`src/rtl/keypad_event_encoder.sv`:
```
// Keypad event encoder: synchronises and debounces a raw key vector, encodes
// the debounced vector under the multi-key policy (one key -> that key, two
// keys -> higher index, three or more -> lowest index) and queues one event
// per press in a small FIFO with a valid/ready consumer interface.
//
// state  | meaning
// -------+-----------------------------------------------------------
// S_IDLE | no debounced key held; next code_valid pushes one event
// S_HELD | event already issued for this press; wait for full release
module keypad_event_encoder #(
  parameter int                 NUM_KEYS        = 12,
  parameter int                 CODE_W          = 4,
  parameter logic [CODE_W-1:0]  BLANK_CODE      = CODE_W'(14),
  parameter int                 DEBOUNCE_CYCLES = 4,
  parameter int                 FIFO_DEPTH      = 4,
  localparam int                CNT_W           = $clog2(DEBOUNCE_CYCLES + 1),
  localparam int                CNTF_W          = $clog2(FIFO_DEPTH + 1),
  localparam int                PTR_W           = $clog2(FIFO_DEPTH),
  localparam int                PC_W            = $clog2(NUM_KEYS + 1)
) (
  input  logic                clk_i,
  input  logic                rst_n_i,
  input  logic [NUM_KEYS-1:0] key_i,
  input  logic                clear_i,
  output logic [CODE_W-1:0]   code_o,
  output logic                code_valid_o,
  output logic [CODE_W-1:0]   ev_code_o,
  output logic                ev_valid_o,
  input  logic                ev_ready_i,
  output logic                overflow_o,
  output logic [CNTF_W-1:0]   fifo_count_o
);

  typedef enum logic {S_IDLE, S_HELD} state_t;

  logic [NUM_KEYS-1:0] sync1_q, raw_s_q;
  logic [NUM_KEYS-1:0] cand_q, stable_q;
  logic [CNT_W-1:0]    cnt_q;

  state_t state_q, state_d;
  logic   push_req;

  logic [CODE_W-1:0] mem_q [FIFO_DEPTH];
  logic [PTR_W-1:0]  wptr_q, rptr_q;
  logic [CNTF_W-1:0] count_q;
  logic              ovf_q;

  logic [PC_W-1:0]   pcnt;
  logic [CODE_W-1:0] lo_idx, hi_idx;

  logic fifo_full, fifo_empty, do_push, do_pop, drop;

  // Two-flop synchroniser on every raw key line.
  always_ff @(posedge clk_i or negedge rst_n_i) begin
    if (!rst_n_i) begin
      sync1_q <= '0;
      raw_s_q <= '0;
    end else begin
      sync1_q <= key_i;
      raw_s_q <= sync1_q;
    end
  end

  // Debounce: a new candidate restarts the count; the count saturates once the
  // candidate has been seen long enough, and stable keeps reloading it.
  always_ff @(posedge clk_i or negedge rst_n_i) begin
    if (!rst_n_i) begin
      cand_q   <= '0;
      cnt_q    <= '0;
      stable_q <= '0;
    end else if (raw_s_q != cand_q) begin
      cand_q <= raw_s_q;
      cnt_q  <= '0;
    end else if (cnt_q == CNT_W'(DEBOUNCE_CYCLES - 1)) begin
      stable_q <= cand_q;
    end else begin
      cnt_q <= cnt_q + CNT_W'(1);
    end
  end

  // Popcount plus lowest and highest set index of the debounced vector.
  always_comb begin
    pcnt   = '0;
    lo_idx = '0;
    hi_idx = '0;
    for (int i = 0; i < NUM_KEYS; i++) begin
      pcnt = pcnt + PC_W'(stable_q[i]);
      if (stable_q[i]) hi_idx = CODE_W'(i);
    end
    for (int i = NUM_KEYS - 1; i >= 0; i--) begin
      if (stable_q[i]) lo_idx = CODE_W'(i);
    end
  end

  // Multi-key policy: a single key is both lowest and highest index.
  always_comb begin
    code_valid_o = (pcnt != '0);
    if (pcnt == '0)              code_o = BLANK_CODE;
    else if (pcnt == PC_W'(2))   code_o = hi_idx;
    else                         code_o = lo_idx;
  end

  // Event FSM state register.
  always_ff @(posedge clk_i or negedge rst_n_i) begin
    if (!rst_n_i) state_q <= S_IDLE;
    else          state_q <= state_d;
  end

  // Event FSM: one push per press; a full release re-arms it. clear does not
  // touch this FSM, so a key held across a flush stays consumed.
  always_comb begin
    state_d  = state_q;
    push_req = 1'b0;
    case (state_q)
      S_IDLE: begin
        if (code_valid_o) begin
          push_req = 1'b1;
          state_d  = S_HELD;
        end
      end
      S_HELD: begin
        if (!code_valid_o) state_d = S_IDLE;
      end
      default: state_d = S_IDLE;
    endcase
  end

  assign fifo_full  = (count_q == CNTF_W'(FIFO_DEPTH));
  assign fifo_empty = (count_q == '0);
  assign do_pop     = !fifo_empty && ev_ready_i && !clear_i;
  assign do_push    = push_req && !clear_i && (!fifo_full || do_pop);
  assign drop       = push_req && !clear_i && fifo_full && !do_pop;

  // FIFO storage; a push while full is only allowed when the head leaves
  // on the same edge.
  always_ff @(posedge clk_i or negedge rst_n_i) begin
    if (!rst_n_i) begin
      for (int i = 0; i < FIFO_DEPTH; i++) mem_q[i] <= '0;
    end else if (do_push) begin
      mem_q[wptr_q] <= code_o;
    end
  end

  // FIFO pointers, occupancy and sticky overflow; clear wins over everything.
  always_ff @(posedge clk_i or negedge rst_n_i) begin
    if (!rst_n_i) begin
      wptr_q  <= '0;
      rptr_q  <= '0;
      count_q <= '0;
      ovf_q   <= 1'b0;
    end else if (clear_i) begin
      wptr_q  <= '0;
      rptr_q  <= '0;
      count_q <= '0;
      ovf_q   <= 1'b0;
    end else begin
      if (do_push) wptr_q <= wptr_q + PTR_W'(1);
      if (do_pop)  rptr_q <= rptr_q + PTR_W'(1);
      if (do_push && !do_pop)      count_q <= count_q + CNTF_W'(1);
      else if (do_pop && !do_push) count_q <= count_q - CNTF_W'(1);
      if (drop) ovf_q <= 1'b1;
    end
  end

  assign ev_valid_o   = !fifo_empty;
  assign ev_code_o    = fifo_empty ? BLANK_CODE : mem_q[rptr_q];
  assign overflow_o   = ovf_q;
  assign fifo_count_o = count_q;

endmodule

```
`config.mk`:
```
export PLATFORM = sky130hd
export DESIGN_NAME = keypad_event_encoder
export DESIGN_NICKNAME = d
export VERILOG_FILES = /design/src/rtl/keypad_event_encoder.sv
export SDC_FILE = /design/constraint.sdc
export NUM_CORES = 1
export LEC_CHECK = 0
export BUFFER_PORTS_ARGS = -buffer_cell sky130_fd_sc_hd__buf_2
export CAP_MARGIN = 20
export CORE_ASPECT_RATIO = 0.7
export CORE_MARGIN = 3
export CORE_UTILIZATION = 55
export DETAILED_ROUTE_END_ITERATION = 10
export GPL_TIMING_DRIVEN = 0
export HOLD_SLACK_MARGIN = 0.02
export PLACE_DENSITY = 0.84
export SYNTH_ARGS = -nofsm -noshare
export SYNTH_HDL_FRONTEND = slang
export SYNTH_SLANG_ARGS = --single-unit
```
`constraint.sdc`:
```
create_clock -name clk_i -period 12.75 [get_ports clk_i]
set_input_delay 2.55 -clock clk_i [delete_from_list [all_inputs] [get_ports clk_i]]
set_output_delay 2.55 -clock clk_i [all_outputs]
set_load 0.02 [all_outputs]
```
==> flow_summary_export.csv <==
group,metric,value,unit
run_status,status,"completed",
floorplanning,io_pins,30,
synthesis,number_of_nets_produced_by_synthesis,313,
worst_setup_path,arrival,5.03,ns
synthesis,synth.cell_area,3450,sq um
cells_and_area,drive_above_1_share,25.2,%
clocking,post_cts_resized,0,
timing,finalSetupViolCount,0,
worst_setup_path,worst_setup_path_class,"register to output port",
job,timing.max_cap.violations,0,
place,place_ws,5.55,ns
drt,routedWlPerCell,15.1,um
floorplanning,die_span_in_y,72.2,um
drt,detailroute.via_count,2174,
clocking,cts_tree,"yes",
power,max_rail_drop_vdd,0.131,mV
floorplanning,die_w,101,um
clocking,cts_buffers,9,
synthesis,synth_enable_flop_cells,0,
timing,worst_pin_slew,0.827,ns
worst_setup_path,cp_data_required_time,10.20,ns
drt,routed_wirelength,6.06,mm
floorplanning,fp.dieArea,7270,sq um
drt,remaining_drc_errors,0,
clocking,clk-insertion-delay-late,0.35,ns
place,port_buffers,29,
drt,antenna_left,0,
synthesis,synth-main-ff-cell,"sky130_fd_sc_hd__dfrtp_1",
worst_setup_path,max_stage_delay,0.52,ns
power,p_per_area,145,nW/um^2
worst_setup_path,critical_path_peak_fanout,9,
clocking,cts_sinks,76,
timing,grt_setup_unrepaired,"false",
drt,post_drt_via_cell_ratio,5.44,
synthesis,yosys_register_bits,76,
clocking,clkTransAtPathRegs,0.08,ns
clocking,post_cts.repair.setup_buffers,0,
clocking,cts_root_buffer,"sky130_fd_sc_hd__clkbuf_8",
timing,final.min_clock_period,7.58,ns
timing,hold_violations,0,
power,power.leakage,1.90,nW
power,totalPowerFinal,0.571,mW
global_route,global_route.usage.total,19.2,%
clocking,holdBufCountCts,0,
cells_and_area,nets,354,
timing,min_period_over_period,59.4,%
timing,max_freq,0.132,GHz
clocking,clockBufferDepth,2,
global_route,largest_net_degree_at_the_start_of_global_routing,74,
worst_setup_path,critical_path_cell_by_cell,"fa_1 -> fa_1 -> inv_1 -> fa_1 -> fa_1 -> inv_1 -> ha_1 -> inv_1 -> fa_1 -> nor3b_1 -> a21o_1 -> buf_2 -> nand2_1 -> a32oi_1 -> buf_2",
worst_setup_path,worstPathBufferInverterCount,5,
drt,violation_count_after_the_first_detailed_route_iteration,138,
global_route,antenna_violations_before_repair,0,
floorplanning,fp-row-count,23,
synthesis,synth_area_per_cell,12.4,sq um
timing,setup-tns-final,0,ns
worst_setup_path,end_kind,"output port",
timing,setup_slack,5.17,ns
timing,report.final.slew_viol_count,0,
timing,timing.hold.ws,0.351,ns
floorplanning,core,5900,sq um
timing,worst_clock_skew,0.0102,ns
cells_and_area,antenna_cells,0,
global_route,grt_pass1_vias,2270,
timing,slew-limit-headroom,44.1,%
drt,drt_first_pass_iters,4,
clocking,cts.htree.levels,3,
worst_setup_path,critical-path-slowest-cell,"sky130_fd_sc_hd__fa_1",
worst_setup_path,path_delay_family,"adder cells",
place,dp.final_hpwl,4.42,mm
synthesis,async_flop_share,100,%
global_route,grt_overflow,0,
cells_and_area,syn_to_final_growth,14.6,%
synthesis,synth.lib_cells_used.distinct,37,
worst_setup_path,critical_path.startpoint_type,"register",
synthesis,synth_sequential_area_ratio,55.2,%
synthesis,synthesis.instances,279,
global_route,grt_pass1_wl,10.6,mm
min_path,worstHoldPathType,"register to register",
place,finalWeightedCongestion,0.867,
synthesis,yosys_warnings,0,
worst_setup_path,worst_path_most_repeated_cell,"sky130_fd_sc_hd__fa_1",
floorplanning,start_util,58.4,%
-- power breakdown --
group	leakage, nW	switching, mW	internal [mW]
clock	0.115	0.0906	0.117
combinational	0.810	0.0607	0.0417
sequential	0.977	0.00957	0.251
total	1.90	0.161	0.411
-- worst paths after layout --
path | from | end | slack, ns | depth (start not counted)
min in group asynchronous | rst_n_i | overflow_o | 1.99 | 1
max reg2reg | stable_q[0] | fifo_count_o[1] | 7.17 | 19
min reg2reg | sync1_q[11] | raw_s_q[11] | 0.35 | 0
max in group asynchronous | rst_n_i | cand_q[7] | 10.23 | 2
max | stable_q[0] | code_o[1] | 5.17 | 15
min | sync1_q[11] | raw_s_q[11] | 0.35 | 0
-- final cells by class --
| class | instances | area (sq um) |
|---|---|---|
| Sequential cell | 76 | 1900 |
| Multi-Input combinational cell | 162 | 1390 |
| Fill cell | 425 | 1950 |
| Tap cell | 75 | 93.8 |
| Clock buffer | 10 | 138 |
| Inverter | 22 | 82.6 |
| Buffer | 19 | 73.8 |
| Clock inverter | 6 | 96.3 |
| Timing Repair Buffer | 30 | 175 |
-- sequential cells by signal, indices dropped and copies added (netlist names) --
register      flops
wptr_q            2
sync1_q          12
raw_s_q          12
state_q           1
fifo_count_o      3
cnt_q             3
stable_q         12
overflow_o        1
cand_q           12
mem_q            16
rptr_q            2
-- cell families (layout without fill, tap and decap cells) --
kind of cell,count (synthesis),count (layout),share of synthesized area [%]
adder cells (fa/ha/maj),18,18,8.28
AO/OA/AOI/OAI,39,39,7.84
multiplexers,30,30,11.0
flip-flops,76,76,55.2
buffers and inverters,41,87,4.54
AND/OR/NAND/NOR,58,58,8.42
XOR/XNOR,17,17,4.72
-- metrics by stage --
step	instance area [sq um]	cells	util, %
after detailed placement	3720	384	63.0
after global routing	3950	400	67.0
after CTS	3950	400	67.0
after floorplan	3450	279	-
after global placement	3690	383	62.5
final	3950	400	67.0
-- layer usage --
metal  track usage (%)  up-vias  part of all wire [%]
met5                 0        -                     0
met4              5.38        0                   1.2
met3              6.92        8                   5.9
met2              29.5       57                    47
met1              26.3     1081                    46
li1                  -     1028                     -
-- cell usage after synthesis, types with 2 or more instances --
cell,n,area [sq um]
sky130_fd_sc_hd__a211oi_1,4,30.0
sky130_fd_sc_hd__a21oi_1,15,75.1
sky130_fd_sc_hd__a221oi_1,2,17.5
sky130_fd_sc_hd__a31oi_1,4,25.0
sky130_fd_sc_hd__a32oi_1,2,17.5
sky130_fd_sc_hd__buf_2,2,10.0
sky130_fd_sc_hd__clkbuf_1,16,60.1
sky130_fd_sc_hd__dfrtp_1,76,1900
sky130_fd_sc_hd__fa_1,8,160
sky130_fd_sc_hd__ha_1,10,125
sky130_fd_sc_hd__inv_1,22,82.6
sky130_fd_sc_hd__mux2_2,24,270
sky130_fd_sc_hd__mux2i_1,2,20.0
sky130_fd_sc_hd__mux4_2,4,90.1
sky130_fd_sc_hd__nand2_1,10,37.5
sky130_fd_sc_hd__nand2b_1,3,18.8
sky130_fd_sc_hd__nor2_1,19,71.3
sky130_fd_sc_hd__nor2b_1,2,12.5
sky130_fd_sc_hd__nor3_1,6,30.0
sky130_fd_sc_hd__nor3b_1,3,22.5
sky130_fd_sc_hd__nor4_1,5,31.3
sky130_fd_sc_hd__nor4b_1,2,17.5
sky130_fd_sc_hd__o21ai_0,3,15.0
sky130_fd_sc_hd__o21bai_1,2,15.0
sky130_fd_sc_hd__o31ai_1,3,22.5
sky130_fd_sc_hd__or2_2,5,31.3
sky130_fd_sc_hd__xnor2_1,2,17.5
sky130_fd_sc_hd__xor2_1,14,123
-- layout by cell type, fill, tap and decap left out, types with 5 or more instances in the layout --
cell type                  Yosys  final
sky130_fd_sc_hd__inv_1        22     22
sky130_fd_sc_hd__a21oi_1      15     15
sky130_fd_sc_hd__nor3_1        6      6
sky130_fd_sc_hd__nor2_1       19     19
sky130_fd_sc_hd__nand2_1      10     10
sky130_fd_sc_hd__clkbuf_8      0     10
sky130_fd_sc_hd__buf_2         2     30
sky130_fd_sc_hd__ha_1         10     10
sky130_fd_sc_hd__xor2_1       14     14
sky130_fd_sc_hd__nor4_1        5      5
sky130_fd_sc_hd__dfrtp_1      76     76
sky130_fd_sc_hd__mux2_2       24     24
sky130_fd_sc_hd__clkbuf_1     16     16
sky130_fd_sc_hd__or2_2         5      5
sky130_fd_sc_hd__fa_1          8      8
No activity file was read; power rests on OpenSTA's default activity.
